===== src/rtl/regfile_pkg.sv =====
// Shared defaults and the address-legality rule used by the register file's read, write and issue paths.
package regfile_pkg;

  localparam int DEF_DATA_W = 32;
  localparam int DEF_ADDR_W = 5;

  // An address is usable when it maps to an implemented register that is not the hardwired zero.
  function automatic logic legal_addr(input logic [31:0] addr, input int unsigned num_regs,
                                      input bit zero_reg);
    return (addr < num_regs) && !(zero_reg && (addr == 32'd0));
  endfunction

endpackage


===== src/rtl/rf_scoreboard.sv =====
// Pending-write scoreboard: one busy bit per register plus an incrementally maintained busy count.
module rf_scoreboard
  import regfile_pkg::*;
#(
  parameter int ADDR_W   = DEF_ADDR_W,
  parameter int NUM_REGS = 2 ** ADDR_W
) (
  input  logic                Clock,
  input  logic                Reset_n,
  input  logic                flush_i,
  input  logic                issue_valid_i,
  input  logic [ADDR_W-1:0]   issue_addr_i,
  input  logic                write_valid_i,
  input  logic [ADDR_W-1:0]   write_addr_i,
  output logic [NUM_REGS-1:0] busy_o,
  output logic [ADDR_W:0]     count_o
);

  logic [NUM_REGS-1:0] busy_q, busy_d;
  logic [NUM_REGS-1:0] issue_hit, write_hit;
  logic [ADDR_W:0]     count_q, count_d;
  logic                set, clr;

  // NOTE: every signal driven in always_comb gets a default first, so no path can infer a latch.
  always_comb begin
    issue_hit = '0;
    write_hit = '0;
    for (int r = 0; r < NUM_REGS; r++) begin
      issue_hit[r] = issue_valid_i && (issue_addr_i == ADDR_W'(r));
      write_hit[r] = write_valid_i && (write_addr_i == ADDR_W'(r));
    end
  end

  // A same-cycle issue beats the WB clear: the newer producer still owns the register.
  assign set = |(issue_hit & ~busy_q);
  assign clr = |(write_hit & busy_q & ~issue_hit);

  always_comb begin
    busy_d  = (busy_q & ~write_hit) | issue_hit;
    count_d = count_q + (ADDR_W + 1)'(set) - (ADDR_W + 1)'(clr);
    if (flush_i) begin
      busy_d  = '0;
      count_d = '0;
    end
  end

  // NOTE: sequential state uses non-blocking assignments so every flop samples pre-edge values.
  always_ff @(posedge Clock or negedge Reset_n) begin
    if (!Reset_n) begin
      busy_q  <= '0;
      count_q <= '0;
    end else begin
      busy_q  <= busy_d;
      count_q <= count_d;
    end
  end

  assign busy_o  = busy_q;
  assign count_o = count_q;

endmodule


===== src/rtl/register_file_sb.sv =====
// 2-read/1-write register file with optional WB-to-ID bypass and a per-register pending-write scoreboard.
module register_file_sb
  import regfile_pkg::*;
#(
  parameter int DATA_W   = DEF_DATA_W,
  parameter int ADDR_W   = DEF_ADDR_W,
  parameter int NUM_REGS = 2 ** ADDR_W,
  parameter int ZERO_REG = 1,
  parameter int BYPASS   = 1
) (
  input  logic              Clock,
  input  logic              Reset_n,
  input  logic [ADDR_W-1:0] Read_addr1,
  input  logic [ADDR_W-1:0] Read_addr2,
  output logic [DATA_W-1:0] Read_data1,
  output logic [DATA_W-1:0] Read_data2,
  output logic              Read_busy1,
  output logic              Read_busy2,
  input  logic              Write_En,
  input  logic [ADDR_W-1:0] Write_addr,
  input  logic [DATA_W-1:0] Write_data,
  input  logic              Issue_En,
  input  logic [ADDR_W-1:0] Issue_addr,
  input  logic              Flush,
  output logic [ADDR_W:0]   Busy_count
);

  localparam bit ZR = (ZERO_REG != 0);
  localparam bit BP = (BYPASS != 0);

  logic [DATA_W-1:0]   regs_q [NUM_REGS];
  logic [NUM_REGS-1:0] busy;
  logic                wr_legal, iss_legal, rd_legal1, rd_legal2;
  logic                fwd1, fwd2, busy_at1, busy_at2;
  logic [DATA_W-1:0]   stored1, stored2;

  assign wr_legal  = Write_En && legal_addr(32'(Write_addr), NUM_REGS, ZR);
  assign iss_legal = Issue_En && legal_addr(32'(Issue_addr), NUM_REGS, ZR);
  assign rd_legal1 = legal_addr(32'(Read_addr1), NUM_REGS, ZR);
  assign rd_legal2 = legal_addr(32'(Read_addr2), NUM_REGS, ZR);

  // NOTE: the storage array is reset with the rest of the state, so it is built from flops, not RAM.
  always_ff @(posedge Clock or negedge Reset_n) begin
    if (!Reset_n) begin
      for (int r = 0; r < NUM_REGS; r++) regs_q[r] <= '0;
    end else if (wr_legal) begin
      for (int r = 0; r < NUM_REGS; r++) begin
        if (Write_addr == ADDR_W'(r)) regs_q[r] <= Write_data;
      end
    end
  end

  rf_scoreboard #(
    .ADDR_W   (ADDR_W),
    .NUM_REGS (NUM_REGS)
  ) u_scoreboard (
    .Clock         (Clock),
    .Reset_n       (Reset_n),
    .flush_i       (Flush),
    .issue_valid_i (iss_legal),
    .issue_addr_i  (Issue_addr),
    .write_valid_i (wr_legal),
    .write_addr_i  (Write_addr),
    .busy_o        (busy),
    .count_o       (Busy_count)
  );

  always_comb begin
    stored1  = '0;
    stored2  = '0;
    busy_at1 = 1'b0;
    busy_at2 = 1'b0;
    for (int r = 0; r < NUM_REGS; r++) begin
      if (Read_addr1 == ADDR_W'(r)) begin
        stored1  = regs_q[r];
        busy_at1 = busy[r];
      end
      if (Read_addr2 == ADDR_W'(r)) begin
        stored2  = regs_q[r];
        busy_at2 = busy[r];
      end
    end
  end

  // A forwarded write both supplies the data and retires the hazard in the same cycle.
  assign fwd1 = BP && wr_legal && (Write_addr == Read_addr1);
  assign fwd2 = BP && wr_legal && (Write_addr == Read_addr2);

  assign Read_data1 = !rd_legal1 ? '0 : (fwd1 ? Write_data : stored1);
  assign Read_data2 = !rd_legal2 ? '0 : (fwd2 ? Write_data : stored2);
  assign Read_busy1 = rd_legal1 && !fwd1 && busy_at1;
  assign Read_busy2 = rd_legal2 && !fwd2 && busy_at2;

endmodule


===== config.mk =====
export PLATFORM = sky130hd
export DESIGN_NAME = register_file_sb
export DESIGN_NICKNAME = d
export VERILOG_FILES = /design/src/rtl/regfile_pkg.sv /design/src/rtl/rf_scoreboard.sv /design/src/rtl/register_file_sb.sv
export SDC_FILE = /design/constraint.sdc
export NUM_CORES = 2
export LEC_CHECK = 0
export ABC_AREA = 1
export CELL_PAD_IN_SITES_DETAIL_PLACEMENT = 1
export CELL_PAD_IN_SITES_GLOBAL_PLACEMENT = 1
export CORE_MARGIN = 2
export CORE_UTILIZATION = 35
export DETAILED_ROUTE_END_ITERATION = 8
export HOLD_SLACK_MARGIN = 0.06
export PLACE_DENSITY = 0.77
export SKIP_LAST_GASP = 1
export SYNTH_ARGS = -nofsm -noshare
export SYNTH_HDL_FRONTEND = slang
export SYNTH_HIERARCHICAL = 1
export SYNTH_SLANG_ARGS = --single-unit

===== constraint.sdc =====
create_clock -name Clock -period 2.65 [get_ports Clock]
set_clock_uncertainty 0.1 [all_clocks]
set_input_delay 0.3975 -clock Clock [delete_from_list [all_inputs] [get_ports Clock]]
set_output_delay 0.3975 -clock Clock [all_outputs]
set_load 0.01 [all_outputs]

==> qor.csv <==
metric,value,unit
Reg power frac,0.431,
Worst-Margin Slew,0.7047,ns
Final Critical Period,4.639,ns
TritonCTS buffer count,118,
RD Place Congestion,0.9544,
status,"complete, but fails checks",
Clock transition at path regs,0.06,ns
CTS tree,done,
Starting DRT DRC Count,6595,
failing checks,negative setup slack,
CP arrival,4.14,ns
Max-slew headroom,0.5259,
Synth Warn #,6,
crit path max fanout,2,
Placed Cells,10700,
RSZ-0062 raised after global routing,yes,
vias per cell,5.724,
Max Freq,215.6,MHz
Hold Slack,0.2042,ns
Max VDD drop,0.6410,mV
RR Startpoint,u_scoreboard/busy_o[3]$_DFF_PN0_,
Die Wd,403.8,um
Clock Tree Buf Depth,3,
# DRC,0,
Critical Path Sink Type,output port,
clock power share,0.357,
Switching Share,0.3261,
Power Dens Cells,649.9,mW/mm2
Yosys top cell by area,dfrtp_1,
Die H,403.8,um
"final std cell area, no fill",0.07476,mm2
crit share post-route,1.750,
synth top area cells,"dfrtp_1, nand2_1, o21ai_0, nand4_1, nor2_1",
dpl ws,-2.533,ns
Sw Pwr,15.84,mW
ys async rst share,1.000,
# port buffers,128,
first-pass GRT wire length,408000,um
Comb pwr share,0.212,
share of cells above drive strength 1,0.2333,
Pleak,34.81,nW
# IOs,129,
Worst EP required,2.15,ns
# nets final,8926,
Syn Area/Cell,6.956,um2
share of the synthesized area in the top cell type,0.4608,
Min-Delay Path Class,in -> reg,
drt pass-1 iters,8,
HP Start,Issue_addr[3],
worst skew pair latency,0.79,ns
"Seq/Total Area, Yosys",0.4608,
global router's overall resource usage,0.3274,
ys flop type,dfrtp_1,
HPWL Detailed,192500,um
Mapped Area,0.05593,mm2
vias in the first global route,64740,
R2R depth,16,
core area,0.1586,mm2
"Cell Area, Placed",0.06762,mm2
row count,146,
final std cells w/o fill,11030,
hold depth,6,
final-report setup violation count,72,
vias,63150,
pin count of the biggest net entering global routing,107,
Max Slew Vio Count,0,
H-tree depth,3,
internal power,32.75,mW
Die ar.,0.1630,mm2
initial core utilization,0.3527,
residual overflow from global routing,0,
crit path launch,regs_q[983]$_DFFE_PN0P_,
post-synthesis instance total,8040,
Yosys reg bits,1030,
DR WL/cell,24.91,um
Final ANT Viol Nets,0,
CTS Root Cell,clkbuf_16,
Worst setup SP type,flop,
initial antenna violation count,7,
number of synthesized flops with an enable pin,0,
synth unique cells,39,
Sink Count,1030,
Fillers,19480,
final WL,274800,um
MaxCap Viol Count,0,
Area Overhead vs Synth,33.66,%
"Worst Setup Slack, final",-1.989,ns
Fin. Hold Viols,0,
Mapped Nets,8104,
kind of critical path,reg -> out,
[metrics by stage]
step | power [mW] | TNS (ns) | util
2_1_floorplan | 24.83 | -1.912 | -
3_5_place_dp | 30.26 | -211.50 | 0.4265
5_1_grt | 50.50 | -111.08 | 0.4714
3_3_place_gp | 29.63 | -187.90 | 0.4265
4_1_cts | 48.09 | -107.50 | 0.4648
6_report | 48.59 | -101.31 | 0.4715
[placed cells by master, fill, tap and decap left out, types with 35 or more instances in the layout]
master and n:
a21oi_1 108, buf_12 170, buf_2 49, buf_4 871, buf_6 91, clkbuf_16 122, clkdlybuf4s50_1 43, dfrtp_1 1024
inv_1 608, inv_2 35, nand2_1 2669, nand2_2 157, nand3_1 91, nand3_2 90, nand4_1 508, nor2_1 571
nor2_2 188, nor2_4 51, o21ai_0 1114, or2_2 80
[final cells by class]
cell class	instances	area [um2]	area share
multi-input cells	5802	27780	0.3716
flip-flops and latches	1030	25780	0.3449
repair buffers	1250	12010	0.1606
clock buffers	175	3550	0.04748
well taps	2072	2592	0.03468
inverters	660	2537	0.03394
clock inverters	40	498.0	0.006661
diodes	3	7.507	0.0001004
[cell usage after synthesis (2+ instances only)]
cell type  count
or2_1         13
o2111ai_1     20
inv_1        645
nor2_1       802
buf_4          2
xor2_1        10
o21ai_0     1119
nand3_1      192
o211ai_1       2
nor4_1         2
nand2_1     2844
nand3b_1      10
o21ai_1        5
nand4_1      508
buf_1         19
o21a_1        23
clkinv_1       4
buf_2         50
nor3_1         5
clkbuf_1     476
nor2_2         7
ha_1           6
a21oi_1      133
or2_0          9
dfrtp_1     1030
or2_2         81
inv_2         11
[routing by layer]
layer	GRT usage	share of wire	vias up
met5	0	0.000062	-
met3	0.04900	0.075	787
met1	0.4309	0.41	32010
met2	0.5101	0.45	2927
li1	-	-	27430
met4	0.1957	0.066	2
[critical path, stage by stage, from the launching register on]
cell,delay (ns)
dfrtp_2,0.46
nand4_1,0.10
nand2_1,0.06
nor2_1,0.14
nand4_1,0.33
nand2_2,0.21
nand4_1,0.16
nor2_2,0.15
nand4_1,0.15
nor2_1,0.13
buf_4,0.14
nand4_1,0.10
nand2_1,0.11
nand4_1,0.10
nor2_2,0.19
nand4_1,0.14
nor2_2,0.16
nand4_1,0.13
nor2_2,0.17
nor2_4,0.08
buf_6,0.13
[power by group through the flow]
stage | registers, mW | clock network (mW) | logic, mW
CTS | 20.8 | 17.4 | 9.88
finish | 20.9 | 17.3 | 10.3
floorplan | 20.4 | 0 | 4.40
detailed placement | 21.0 | 0 | 9.29
global placement | 20.8 | 0 | 8.84
global route | 21.2 | 18.1 | 11.2
[kinds of logic (layout without fill, tap and decap cells)]
logic type | Yosys count | after routing | synth area share
fa+ha+maj | 7 | 7 | 0.001700
xor+xnor | 11 | 11 | 0.001723
buf+inv | 1208 | 2125 | 0.08235
flops | 1030 | 1030 | 0.4608
compound gates | 1304 | 1304 | 0.1192
simple gates | 4480 | 4480 | 0.3342
other cells | 0 | 3 | 0
[timing repair]
item,in CTS,in global routing
setup buffers,99,34
pin swaps,819,888
endpoints found under the setup margin,72,72
endpoints found under the hold margin,580,0
cloned,4,3
resized for setup,744,267
hold buffers,3,0
[worst paths after layout]
kind                                                     end  slack [ns]
max                                           Read_data2[23]       -1.99
min                        u_scoreboard/busy_o[14]$_DFF_PN0_        0.20
max reg2reg                u_scoreboard/count_o[4]$_DFF_PN0_       -0.22
min reg2reg                          regs_q[410]$_DFFE_PN0P_        0.38
max in group asynchronous            regs_q[692]$_DFFE_PN0P_        0.74
min in group asynchronous            regs_q[257]$_DFFE_PN0P_        0.63
[flip-flops by register name, indices dropped and copies added, names as in the netlist]
| signal | cells |
|---|---|
| u_scoreboard/busy_o | 32 |
| u_scoreboard/count_o | 6 |
| regs_q | 992 |
No activity file was read; power rests on OpenSTA's default activity.
